==> config.mk <==
export PLATFORM = sky130hd
export DESIGN_NAME = pc_redirect_ctrl
export DESIGN_NICKNAME = d
export VERILOG_FILES = /design/src/rtl/pc_redirect_ctrl.sv
export SDC_FILE = /design/constraint.sdc
export NUM_CORES = 1
export LEC_CHECK = 0
export ABC_CLOCK_PERIOD_IN_PS = 1860
export BUFFER_PORTS_ARGS = -buffer_cell sky130_fd_sc_hd__buf_2
export CAP_MARGIN = 0
export CORE_ASPECT_RATIO = 1.5
export CORE_MARGIN = 2
export CORE_UTILIZATION = 25
export CTS_CLUSTER_DIAMETER = 60
export DETAILED_ROUTE_END_ITERATION = 10
export PLACE_DENSITY_LB_ADDON = 0.12
export SYNTH_ARGS = -nofsm -noshare
export SYNTH_HDL_FRONTEND = slang
export SYNTH_SLANG_ARGS = --single-unit
==> constraint.sdc <==
create_clock -name clk -period 1.86 [get_ports clk]
set_clock_uncertainty 0.2 [all_clocks]
set_input_delay 0.186 -clock clk [delete_from_list [all_inputs] [get_ports clk]]
set_output_delay 0.186 -clock clk [all_outputs]
set_load 0.01 [all_outputs]
==> src/rtl/pc_redirect_ctrl.sv <==
// rtl/pc_redirect_ctrl.sv - fetch redirect select/flush controller; optional stats via REDIRECT_STATS_EN
module pc_redirect_ctrl #(
    parameter int EX_FLUSH = 2,
    parameter int WB_FLUSH = 4,
    parameter int CNT_W    = 3
) (
    input  logic        clk,
    input  logic        reset,
    input  logic        br_req,
    input  logic [31:0] br_target,
    input  logic        jr_req,
    input  logic [31:0] jr_value,
    input  logic        j_req,
    input  logic [31:0] j_target,
    input  logic        load_use,
    input  logic        mem_hold,
    output logic        branchSel,
    output logic        Jump,
    output logic        JumpReg,
    output logic        PCWrite,
    output logic [31:0] branchTrue,
    output logic [31:0] readData1_ex,
    output logic [31:0] jumpAddr_wb,
    output logic        flush_ifid,
    output logic        flush_idex
`ifdef REDIRECT_STATS_EN
    ,
    output logic [15:0] redirCount,
    output logic [15:0] stallCount
`endif
);

    typedef enum logic [1:0] {
        RUN   = 2'd0,
        REDIR = 2'd1,
        FLUSH = 2'd2
    } state_t;

    localparam logic [CNT_W-1:0] EX_LOAD = CNT_W'(EX_FLUSH - 1);
    localparam logic [CNT_W-1:0] WB_LOAD = CNT_W'(WB_FLUSH - 1);

    state_t           state;
    state_t           state_next;
    logic [CNT_W-1:0] cnt;
    logic [CNT_W-1:0] cnt_load;
    logic             any_req;

    // Jump is the only WB-resolved select; it picks the longer flush window.
    assign cnt_load = Jump ? WB_LOAD : EX_LOAD;
    assign any_req  = j_req | jr_req | br_req;

    always_ff @(posedge clk or negedge reset) begin
        if (!reset) begin
            state <= RUN;
        end else begin
            state <= state_next;
        end
    end

    always_comb begin
        state_next = state;
        case (state)
            RUN:     if (any_req) state_next = REDIR;
            REDIR:   if (PCWrite) state_next = (cnt_load == '0) ? RUN : FLUSH;
            FLUSH:   if (!mem_hold && cnt == '0) state_next = RUN;
            default: state_next = RUN;
        endcase
    end

    // A pending redirect must reach the PC, so load_use only stalls in RUN.
    always_comb begin
        PCWrite = reset && !mem_hold && !(load_use && state == RUN);
    end

    always_ff @(posedge clk or negedge reset) begin
        if (!reset) begin
            branchSel    <= 1'b0;
            Jump         <= 1'b0;
            JumpReg      <= 1'b0;
            branchTrue   <= '0;
            readData1_ex <= '0;
            jumpAddr_wb  <= '0;
            flush_ifid   <= 1'b0;
            flush_idex   <= 1'b0;
            cnt          <= '0;
        end else begin
            case (state)
                RUN: begin
                    flush_ifid <= 1'b0;
                    flush_idex <= 1'b0;
                    if (j_req) begin
                        Jump        <= 1'b1;
                        jumpAddr_wb <= j_target;
                    end else if (jr_req) begin
                        JumpReg      <= 1'b1;
                        readData1_ex <= jr_value;
                    end else if (br_req) begin
                        branchSel  <= 1'b1;
                        branchTrue <= br_target;
                    end
                end
                REDIR: begin
                    if (PCWrite) begin
                        branchSel  <= 1'b0;
                        Jump       <= 1'b0;
                        JumpReg    <= 1'b0;
                        flush_ifid <= 1'b1;
                        flush_idex <= 1'b1;
                        cnt        <= cnt_load;
                    end
                end
                FLUSH: begin
                    if (!mem_hold) begin
                        if (cnt == '0) begin
                            flush_ifid <= 1'b0;
                            flush_idex <= 1'b0;
                        end else begin
                            cnt <= cnt - 1'b1;
                        end
                    end
                end
                default: begin
                    flush_ifid <= 1'b0;
                    flush_idex <= 1'b0;
                end
            endcase
        end
    end

`ifdef REDIRECT_STATS_EN
    always_ff @(posedge clk or negedge reset) begin
        if (!reset) begin
            redirCount <= '0;
            stallCount <= '0;
        end else begin
            if (state == REDIR && PCWrite && redirCount != 16'hFFFF) begin
                redirCount <= redirCount + 16'd1;
            end
            if (!PCWrite && stallCount != 16'hFFFF) begin
                stallCount <= stallCount + 16'd1;
            end
        end
    end
`endif

endmodule

==> results by group, run 1 <==
Floorplan
  • Starting density of the core: 25.2%
  • Die Wd: 110 um
  • Die Ht: 163 um
  • Top-Level Pins: 205
  • Core area: 16600 sq um
  • Die Footprint: 17800 sq um
  • Row count: 58

Critical path
  • CP max FO: 33
  • Worst path buffer plus inverter count: 1
  • Reg2reg path depth: 3
  • Slowest library cell on the worst path: dfrtp_1
  • Reg-to-Reg End: readData1_ex[31]
  • Crit path kind: reg2reg
  • Worst path cell trace: nor4b_4 -> buf_12 -> mux2_2
  • Crit path required time: 1.90 ns
  • Flop-to-flop setup slack: 0.12 ns
  • CP endpoint kind: register
  • WP data arrival: 1.78 ns
  • Worst setup SP type: register
  • Crit path max-delay family: flip-flops
  • FF-to-FF Start: state[1]
  • Crit. Startpoint: state[1]
  • CP peak stage delay: 0.46 ns

Synthesis
  • Number of synthesized register bits: 105
  • FFs w/ async S/R, synth: 100%
  • Mapped cell area: 4190 sq um
  • Synth top cells by count: 105 x dfrtp_1, 65 x mux2_2, 29 x mux2_4, 7 x buf_6
  • Post-synthesis cell type count: 34
  • Top_reg_cell synth: dfrtp_1
  • Total of warnings raised by yosys: 0
  • Syn_nets: 359
  • Mapped Avg Cell Area: 16.5 sq um
  • Top-count cell post-synth: dfrtp_1
  • Post-synth EDFFs: 0
  • Area leader, netlist: dfrtp_1
  • Top cell type's share of synthesized area: 62.6%
  • Syn Inst Count: 254
  • Seq/Total Area, Yosys: 62.6%
  • Ranking of synthesized cells by area: dfrtp_1 63%, mux2_2 17%, mux2_4 10%

Global route
  • Gr usage total: 12.8%
  • GRT busiest layer: met2
  • Antenna violations before repair: 0
  • Met3 usage: 2.32%
  • Met1 Use GR: 13.2%
  • Vias in the first global route: 3397
  • Largest net degree at the start of global routing: 91
  • First-pass GRT wire length: 17200 um
  • Grt total ovfl: 0
  • M2 GR Usage: 23.6%

Timing
  • Final Critical Period: 1.74 ns
  • Final period utilization: 93.7%
  • Worst-Margin Slew: 0.695 ns
  • Total negative setup slack: 0 ns
  • Finish-stage setup viols: 0
  • Slew Limit Fails: 0
  • Final hold violation count: 0
  • Unrepaired setup endpoints after global routing: no
  • Worst relative slew slack: 53.5%
  • Max Freq: 0.574 GHz

Placed design
  • Port Buffers: 204
  • Placed insts: 663
  • Hpwl dp: 7670 um
  • Placed cell areas: 5480 sq um
  • RePlAce Congestion: 0.722

Clocking
  • CTS buffer count: 9
  • Clock Tree Buf Depth: 2
  • CTS tree: built
  • Total clock sinks: 105
  • Worst-path clk slew: 0.07 ns
  • Max H-tree Level: 3
  • Root Buffer: clkbuf_16
  • Post-CTS setup buffers: 0
  • Clk_lat worst skew: 0.35 ns

Detailed routing
  • DR vias: 3216
  • Final wirelength: 11200 um
  • First drt pass iteration count: 4
  • Residual DRC count: 0
  • Antenna viol nets, final: 0
  • Via density: 4.12
  • WL per Instance: 14.4 um
  • Initial DRC Count: 97

Layout
  • Layout cell share with drive strength beyond 1: 57.2%
  • Fillers: 1614
  • Nets: 670
  • N_diodes: 0
  • Non-filler cells, final: 780
  • Cell area after layout: 6820 sq um
  • Area delta synth->final: 62.6%

Hold path
  • HP Start: reset
  • Hold path endpoint: cnt[1]
  • Hold depth: 4
  • HP Class: in2reg

Job
  • Max Cap Viol: 0

Run status
  • Status: finished clean

Power
  • Pwr dens: 1450 nW/um^2
  • VDD IR-drop max: 0.632 mV
  • Static leakage: 3.33 nW
[power breakdown]
group	leakage, nW	total (W)	internal [W]	switching, W
clock	0.163	0.00214	0.00121	0.000933
sequential	1.26	0.00396	0.00341	0.000552
combinational	1.91	0.00377	0.00211	0.00166
total	3.33	0.00987	0.00673	0.00314
[worst max path at each step]
stage | end | slack (ns) | cells after the start
2_1_floorplan | readData1_ex[10] | 0.13 | 3
3_3_place_gp | readData1_ex[24] | 0.15 | 3
3_5_place_dp | readData1_ex[4] | 0.13 | 3
4_1_cts | readData1_ex[27] | 0.12 | 3
5_1_grt | cnt[1] | 0.002 | 6
6_report | readData1_ex[31] | 0.12 | 3
[worst register-to-register path, delay by kind of cell (launching register included)]
kind,cells,cell delay [ns]
simple gates,1,0.35
mux,1,0.37
buf+inv,1,0.25
flops,1,0.46
[sequential cells by signal, summed over array words and instances (netlist names)]
| signal | cells |
|---|---|
| branchTrue | 32 |
| jumpAddr_wb | 32 |
| readData1_ex | 32 |
| cnt | 3 |
| state | 2 |
| Jump | 1 |
| JumpReg | 1 |
| branchSel | 1 |
| flush_idex | 1 |
[what timing repair did]
item,4_1_cts,5_1_grt
hold buffers,101,0
endpoints found under the hold margin,204,0
setup endpoints to repair,0,1
gates resized for setup,0,1
[per-layer routing]
layer / up-vias / wire length [um]
li1: 1517 / -
met1: 1586 / 4140
met2: 97 / 6280
met3: 16 / 484
met4: 0 / 318
met5: - / 0
[kinds of logic (layout without fill, tap and decap cells)]
family	Yosys count	after routing	share of synthesized area, %
muxes	96	96	28.4
buffers and inverters	16	332	2.86
and+or+nand+nor	21	21	3.19
AOI/OAI and AO/OA	14	14	2.33
DFF	105	105	62.6
adders and majority gates	2	2	0.597
[area by class of cell]
class / instances / area (sq um) / share of cell area (%)
Timing Repair Buffer: 311 / 2130 / 31.2
Tap cell: 210 / 263 / 3.85
Clock buffer: 9 / 225 / 3.30
Clock inverter: 7 / 106 / 1.56
Multi-Input combinational cell: 133 / 1450 / 21.2
Sequential cell: 105 / 2630 / 38.5
Inverter: 5 / 18.8 / 0.275
[through the flow]
stage                     util, %  power, W  worst slack [ns]  hold slack, ns
after floorplan                 -   0.00604             0.125          -0.310
after global placement       32.9   0.00759             0.150          0.0484
after detailed placement     32.9   0.00767             0.125          0.0445
after CTS                    41.0    0.0101             0.119          0.0552
after global routing         41.0    0.0105           0.00248           0.123
final                        41.0   0.00987             0.117          0.0564
[cell usage in the layout (no fill, tap or decap), types with 2 or more instances in the layout]
cell / n
ha_1: 2
clkbuf_16: 9
mux2_1: 2
buf_2: 203
inv_6: 4
dfrtp_1: 105
o21ai_0: 4
bufinv_16: 2
inv_1: 5
nor2_1: 5
a21oi_1: 2
mux2_4: 29
buf_4: 3
nand2_1: 3
dlygate4sd3_1: 101
mux2_2: 65
buf_12: 4
Power figures use the tool's default switching activity.
==> run 2: changes to the inputs <==
--- a/config.mk
+++ b/config.mk
@@ -13,6 +13,7 @@
 export CORE_UTILIZATION = 25
 export CTS_CLUSTER_DIAMETER = 60
 export DETAILED_ROUTE_END_ITERATION = 10
+export MAX_ROUTING_LAYER = met4
 export PLACE_DENSITY_LB_ADDON = 0.12
 export SYNTH_ARGS = -nofsm -noshare
 export SYNTH_HDL_FRONTEND = slang
==> run 2 against run 1 <==
Net effect: clock power is essentially flat; fmax grew 0.41%; setup slack better by 0.0071 ns; cell count did not move; clock-buffer cell count unchanged; combinational power about the same; non-clock buffer count did not move; cell area is the same; wire length rose by 0.27%; critical path depth stayed put; largest power group unchanged.
==> results by group, run 2 (same netlist as run 1, synthesis figures left out) <==
Clocking
  • Total clock sinks: 105 (unchanged)
  • CTS buffer count: 9 (unchanged)
  • Worst-path clk slew: 0.07 ns (about the same)
  • CTS tree: built
  • Max H-tree Level: 3 (unchanged)
  • Clk_lat worst skew: 0.35 ns (about the same)
  • Post-CTS setup buffers: 0 (unchanged)
  • Clock Tree Buf Depth: 2 (unchanged)
  • Root Buffer: clkbuf_16

Global route
  • First-pass GRT wire length: 17100 um (-0.28%)
  • Grt total ovfl: 0 (unchanged)
  • Largest net degree at the start of global routing: 91 (unchanged)
  • Gr usage total: 13.2% (+0.37 points)
  • Vias in the first global route: 3401 (+0.12%)
  • Antenna violations before repair: 0 (unchanged)

Layout
  • Area delta synth->final: 62.6% (unchanged)
  • Cell area after layout: 6820 sq um (unchanged)
  • N_diodes: 0 (unchanged)
  • Layout cell share with drive strength beyond 1: 57.2% (unchanged)
  • Fillers: 1614 (unchanged)
  • Top Registers: branchTrue x32, jumpAddr_wb x32, readData1_ex x32
  • Most frequent cells in the layout: 203 x buf_2, 105 x dfrtp_1, 101 x dlygate4sd3_1, 65 x mux2_2, 29 x mux2_4
  • Most common cell after layout, fill and taps aside: buf_2
  • Nets: 670 (unchanged)

Critical path
  • Worst path cell trace: nor4b_4 -> buf_12 -> mux2_2
  • Crit path required time: 1.90 ns (about the same)
  • Worst setup SP type: register
  • CP peak stage delay: 0.45 ns (about the same)
  • CP endpoint kind: register
  • Crit path max-delay family: flip-flops
  • WP data arrival: 1.77 ns (about the same)
  • CP max FO: 33 (unchanged)
  • Worst path buffer plus inverter count: 1 (unchanged)
  • Slowest library cell on the worst path: dfrtp_1
  • Crit path kind: reg2reg
  • Critical Path Stages: 3 (unchanged)
  • Reg2reg path depth: 3 (unchanged)

Detailed routing
  • First drt pass iteration count: 4 (unchanged)
  • Via density: 4.12 (about the same)
  • Antenna viol nets, final: 0 (unchanged)
  • Initial DRC Count: 82 (-15%)
  • Final wirelength: 11300 um (+0.27%)
  • Residual DRC count: 0 (unchanged)
  • DR vias: 3217 (+0.031%)
  • WL per Instance: 14.4 um (+0.27%)

Power
  • VDD IR-drop max: 0.632 mV (about the same)
  • Total power draw: 0.00987 W (about the same)
  • Static leakage: 3.33 nW (unchanged)
  • Pwr dens: 1450 nW/um^2 (about the same)

Timing
  • Slew Limit Fails: 0 (unchanged)
  • Final worst slack: 0.124 ns (+0.00713 ns)
  • Final hold slack: 0.0574 ns (+0.000941 ns)
  • Final Critical Period: 1.74 ns (-0.00713 ns)
  • Total negative setup slack: 0 ns (unchanged)
  • Worst-Margin Slew: 0.695 ns (-0.0000964 ns)
  • Worst relative slew slack: 53.5% (about the same)
  • Final hold violation count: 0 (unchanged)
  • Finish-stage setup viols: 0 (unchanged)
  • Final period utilization: 93.3% (-0.38 points)
  • Max Freq: 0.576 GHz (+0.41%)
  • Unrepaired setup endpoints after global routing: no

Placed design
  • Pre-CTS WS: 0.125 ns (unchanged)
  • Hpwl dp: 7670 um (unchanged)
  • Placed cell areas: 5480 sq um (unchanged)
  • Port Buffers: 204 (unchanged)
  • RePlAce Congestion: 0.731 (+1.2%)

Hold path
  • HP Class: in2reg
  • Hold depth: 4 (unchanged)

Floorplan
  • Row count: 58 (unchanged)
  • Die Wd: 110 um (unchanged)
  • Die Ht: 163 um (unchanged)
  • Top-Level Pins: 205 (unchanged)
  • Core area: 16600 sq um (unchanged)
  • Starting density of the core: 25.2% (unchanged)
  • Die Footprint: 17800 sq um (unchanged)

Run status
  • Status: finished clean

Job
  • Max Cap Viol: 0 (unchanged)
run 2: cell counts in the layout (fill, tap and decap cells not counted):
Identical to the previous run, type by type.
run 2: final timing paths:
check	slack, ns	from	to
min	0.06	reset	cnt[1]
min in group asynchronous	0.33	reset	branchTrue[5]
max	0.12	state[1]	readData1_ex[27]
max reg2reg	0.12	state[1]	readData1_ex[27]
min reg2reg	0.30	readData1_ex[12]	readData1_ex[12]
max in group asynchronous	0.64	reset	cnt[0]
run 2: layout make-up:
| cell class | instances | area [sq um] | area share, % |
|---|---|---|---|
| flip-flops and latches | 105 | 2630 | 38.5 |
| repair buffers | 311 | 2130 | 31.2 |
| multi-input cells | 133 | 1450 | 21.2 |
| well taps | 210 | 263 | 3.85 |
| clock buffers | 9 | 225 | 3.30 |
| clock inverters | 7 | 106 | 1.56 |
| inverters | 5 | 18.8 | 0.275 |
run 2: tightest hold or removal path, stage by stage:
cell and delay (ns):
buf_4 0.12, a22oi_2 0.10, nor2_1 0.10, o21bai_1 0.07
run 2: per-stage QoR:
step           util (%)  std cells
5_1_grt            41.0        780
3_3_place_gp       32.9        663
4_1_cts            41.0        780
2_1_floorplan         -        254
3_5_place_dp       32.9        663
6_report           41.0        780
run 2: power by group:
| group | switching (W) | internal, W |
|---|---|---|
| combinational | 0.00166 | 0.00211 |
| sequential | 0.000553 | 0.00341 |
| clock | 0.000935 | 0.00121 |
| total | 0.00314 | 0.00673 |
run 2: per-layer routing:
| layer | global-route usage [%] | vias up | wire, um |
|---|---|---|---|
| met5 | - | - | 0 |
| met4 | 7.19 | 0 | 318 |
| met3 | 2.00 | 16 | 439 |
| met2 | 23.7 | 97 | 6270 |
| met1 | 13.4 | 1587 | 4220 |
| li1 | - | 1517 | - |
run 2: repair_timing:
action | in CTS | in global routing
endpoints found under the hold margin | 204 | 0
setup endpoints to repair | 0 | 1
hold buffers | 101 | 0
gates resized for setup | 0 | 1
==> run 3: changes to the inputs <==
--- a/config.mk
+++ b/config.mk
@@ -6,15 +6,15 @@
 export NUM_CORES = 1
 export LEC_CHECK = 0
 export ABC_CLOCK_PERIOD_IN_PS = 1860
-export BUFFER_PORTS_ARGS = -buffer_cell sky130_fd_sc_hd__buf_2
 export CAP_MARGIN = 0
 export CORE_ASPECT_RATIO = 1.5
-export CORE_MARGIN = 2
+export CORE_MARGIN = 3
 export CORE_UTILIZATION = 25
 export CTS_CLUSTER_DIAMETER = 60
 export DETAILED_ROUTE_END_ITERATION = 10
+export DONT_BUFFER_PORTS = 1
 export MAX_ROUTING_LAYER = met4
-export PLACE_DENSITY_LB_ADDON = 0.12
+export PLACE_DENSITY = 0.41
 export SYNTH_ARGS = -nofsm -noshare
 export SYNTH_HDL_FRONTEND = slang
 export SYNTH_SLANG_ARGS = --single-unit
==> run 3 against run 2 <==
Net effect: the flow now finishes with violations (negative hold slack); first-iteration DRC count up 27%; power down 14%; sequential power up 22%.
==> results by group, run 3 (same netlist as run 1, synthesis figures left out) <==
Run status
  • Status: complete, but fails checks
  • Failing checks: negative hold slack

Critical path
  • WP data arrival: 1.79 ns (+0.02 ns)
  • CP max FO: 23 (-30%)
  • FF-to-FF Start: state[1]
  • Reg-to-Reg End: jumpAddr_wb[0]
  • CP endpoint kind: register
  • Crit path required time: 1.88 ns (-0.02 ns)
  • Crit path kind: reg2reg
  • Flop-to-flop setup slack: 0.09 ns (-0.03 ns)
  • Reg2reg path depth: 4 (+1)
  • Worst setup SP type: register

Timing
  • Total negative setup slack: 0 ns (unchanged)
  • Worst relative slew slack: 78.1% (+25 points)
  • Final worst slack: 0.0943 ns (-0.0297 ns)
  • Unrepaired setup endpoints after global routing: no
  • Final Critical Period: 1.77 ns (+0.0297 ns)
  • Final hold slack: -0.672 ns (-0.730 ns)
  • Max Freq: 0.566 GHz (-1.7%)
  • Worst-Margin Slew: 0.320 ns (-0.375 ns)
  • Finish-stage setup viols: 0 (unchanged)
  • Final period utilization: 94.9% (+1.6 points)
  • Slew Limit Fails: 0 (unchanged)
  • Final hold violation count: 106 (+106)

Global route
  • Gr usage total: 10.8% (-2.3 points)
  • Largest net degree at the start of global routing: 110 (+21%)
  • Antenna violations before repair: 0 (unchanged)
  • Vias in the first global route: 2799 (-18%)
  • Grt total ovfl: 0 (unchanged)
  • First-pass GRT wire length: 15200 um (-11%)

Layout
  • Nets: 464 (-31%)
  • Top Registers: branchTrue x32, jumpAddr_wb x32, readData1_ex x32
  • Layout cell share with drive strength beyond 1: 33.2% (-24 points)
  • Most frequent cells in the layout: 105 x dfrtp_1, 99 x dlygate4sd3_1, 65 x mux2_2, 29 x mux2_4, 9 x clkbuf_16
  • Register area: 2630 sq um (unchanged)
  • N_diodes: 0 (unchanged)
  • Most common cell after layout, fill and taps aside: dfrtp_1
  • Area delta synth->final: 36.5%
  • Multi-input gate area: 1450 sq um (about the same)
  • Non-filler cells, final: 570 (-27%)
  • Fillers: 1570 (-2.7%)

Clocking
  • Root Buffer: clkbuf_16
  • Max H-tree Level: 3 (unchanged)
  • CTS buffer count: 9 (unchanged)
  • Clk_lat worst skew: 0.34 ns (about the same)
  • Post-CTS setup buffers: 0 (unchanged)
  • Clock Tree Buf Depth: 2 (unchanged)
  • CTS tree: built
  • CTS Hold Buffers Added: 100 (-0.99%)
  • Total clock sinks: 105 (unchanged)
  • Worst-path clk slew: 0.08 ns (about the same)

Power
  • Reg power frac: 56.9% (+17 points)
  • Switching power: 0.00283 W (-9.9%)
  • Internal: 0.00565 W (-16%)
  • Switching share of power: 33.4% (+1.5 points)
  • Static leakage: 2.48 nW (-26%)
  • Clock group share of total power: 22.0% (+0.3 points)
  • Pwr dens: 1480 nW/um^2 (+2.4%)
  • Total power draw: 0.00849 W (-14%)
  • VDD IR-drop max: 0.528 mV (-17%)
  • Comb pwr share: 21.1% (-17 points)

Placed design
  • Hpwl dp: 6710 um (-13%)
  • Port Buffers: 0 (-100%)
  • Placed insts: 454 (-32%)
  • RePlAce Congestion: 0.698 (-4.4%)
  • Pre-CTS WS: 0.0995 ns (-0.0257 ns)

Hold path
  • HP Class: in2async

Detailed routing
  • Residual DRC count: 0 (unchanged)
  • Final wirelength: 9690 um (-14%)
  • Via density: 4.35 (+5.5%)
  • WL per Instance: 17.0 um (+18%)
  • First drt pass iteration count: 4 (unchanged)
  • Initial DRC Count: 104 (+27%)
  • Antenna viol nets, final: 0 (unchanged)
  • DR vias: 2481 (-23%)

Job
  • Max Cap Viol: 0 (unchanged)

Floorplan
  • Die Wd: 112 um (+1.8%)
  • Die Ht: 165 um (+1.2%)
  • Row count: 57 (-1.7%)
  • Die Footprint: 18400 sq um (+3.1%)
  • Core area: 16300 sq um (-1.7%)
  • Starting density of the core: 25.7% (+0.44 points)
  • Top-Level Pins: 205 (unchanged)
[run 3: cell count changes in the layout (fill, tap and decap cells not counted), moves of 2 or more]
cell,before,now
inv_6,4,2
bufinv_16,2,0
inv_8,1,3
buf_2,203,0
dlygate4sd3_1,101,99
[run 3: critical path: stages (launching register included)]
cell     delay, ns
dfrtp_1       0.46
nor2_2        0.20
and2_2        0.21
buf_12        0.21
mux2_2        0.35
[run 3: layout make-up]
type	count	share of cell area, %
Timing Repair Buffer	105	18.8
Inverter	5	0.328
Clock inverter	7	1.18
Sequential cell	105	45.9
Tap cell	206	4.50
Multi-Input combinational cell	133	25.3
Clock buffer	9	3.94
[run 3: worst max path at each step]
| stage | start | end | slack (ns) | cells past startpoint |
|---|---|---|---|---|
| 6_report | state[1] | jumpAddr_wb[0] | 0.09 | 4 |
| 5_1_grt | state[1] | jumpAddr_wb[31] | 0.007 | 4 |
| 4_1_cts | mem_hold | cnt[0] | 0.06 | 6 |
| 3_5_place_dp | state[1] | jumpAddr_wb[0] | 0.1 | 4 |
| 3_3_place_gp | state[1] | jumpAddr_wb[31] | 0.13 | 4 |
| 2_1_floorplan | state[1] | readData1_ex[10] | 0.13 | 3 |
[run 3: power by group through the flow]
stage / sequential, W / clock (W) / combinational [W]
finish: 0.00483 / 0.00187 / 0.00179
floorplan: 0.00454 / 0 / 0.00150
global placement: 0.00492 / 0 / 0.00159
global route: 0.00499 / 0.00207 / 0.00197
detailed placement: 0.00490 / 0 / 0.00165
CTS: 0.00487 / 0.00198 / 0.00183
[run 3: per-stage QoR]
stage,area (sq um),hold WS (ns),utilization [%]
CTS,5720,-0.700,35.0
global route,5720,-0.698,35.0
global placement,4430,-0.307,27.1
detailed placement,4430,-0.308,27.1
floorplan,4190,-0.310,-
finish,5720,-0.672,35.0
[run 3: per-layer routing]
| layer | vias up | track usage [%] | share of wire (%) |
|---|---|---|---|
| li1 | 1097 | - | - |
| met1 | 1265 | 10.9 | 34 |
| met2 | 108 | 19.3 | 56 |
| met3 | 11 | 3.41 | 7.9 |
| met4 | 0 | 4.70 | 2.1 |
| met5 | - | - | 0 |
[run 3: repair_timing]
item / 4_1_cts / 5_1_grt
gates resized for setup: 0 / 1
hold endpoints to repair: 206 / 105
setup endpoints to repair: 0 / 2
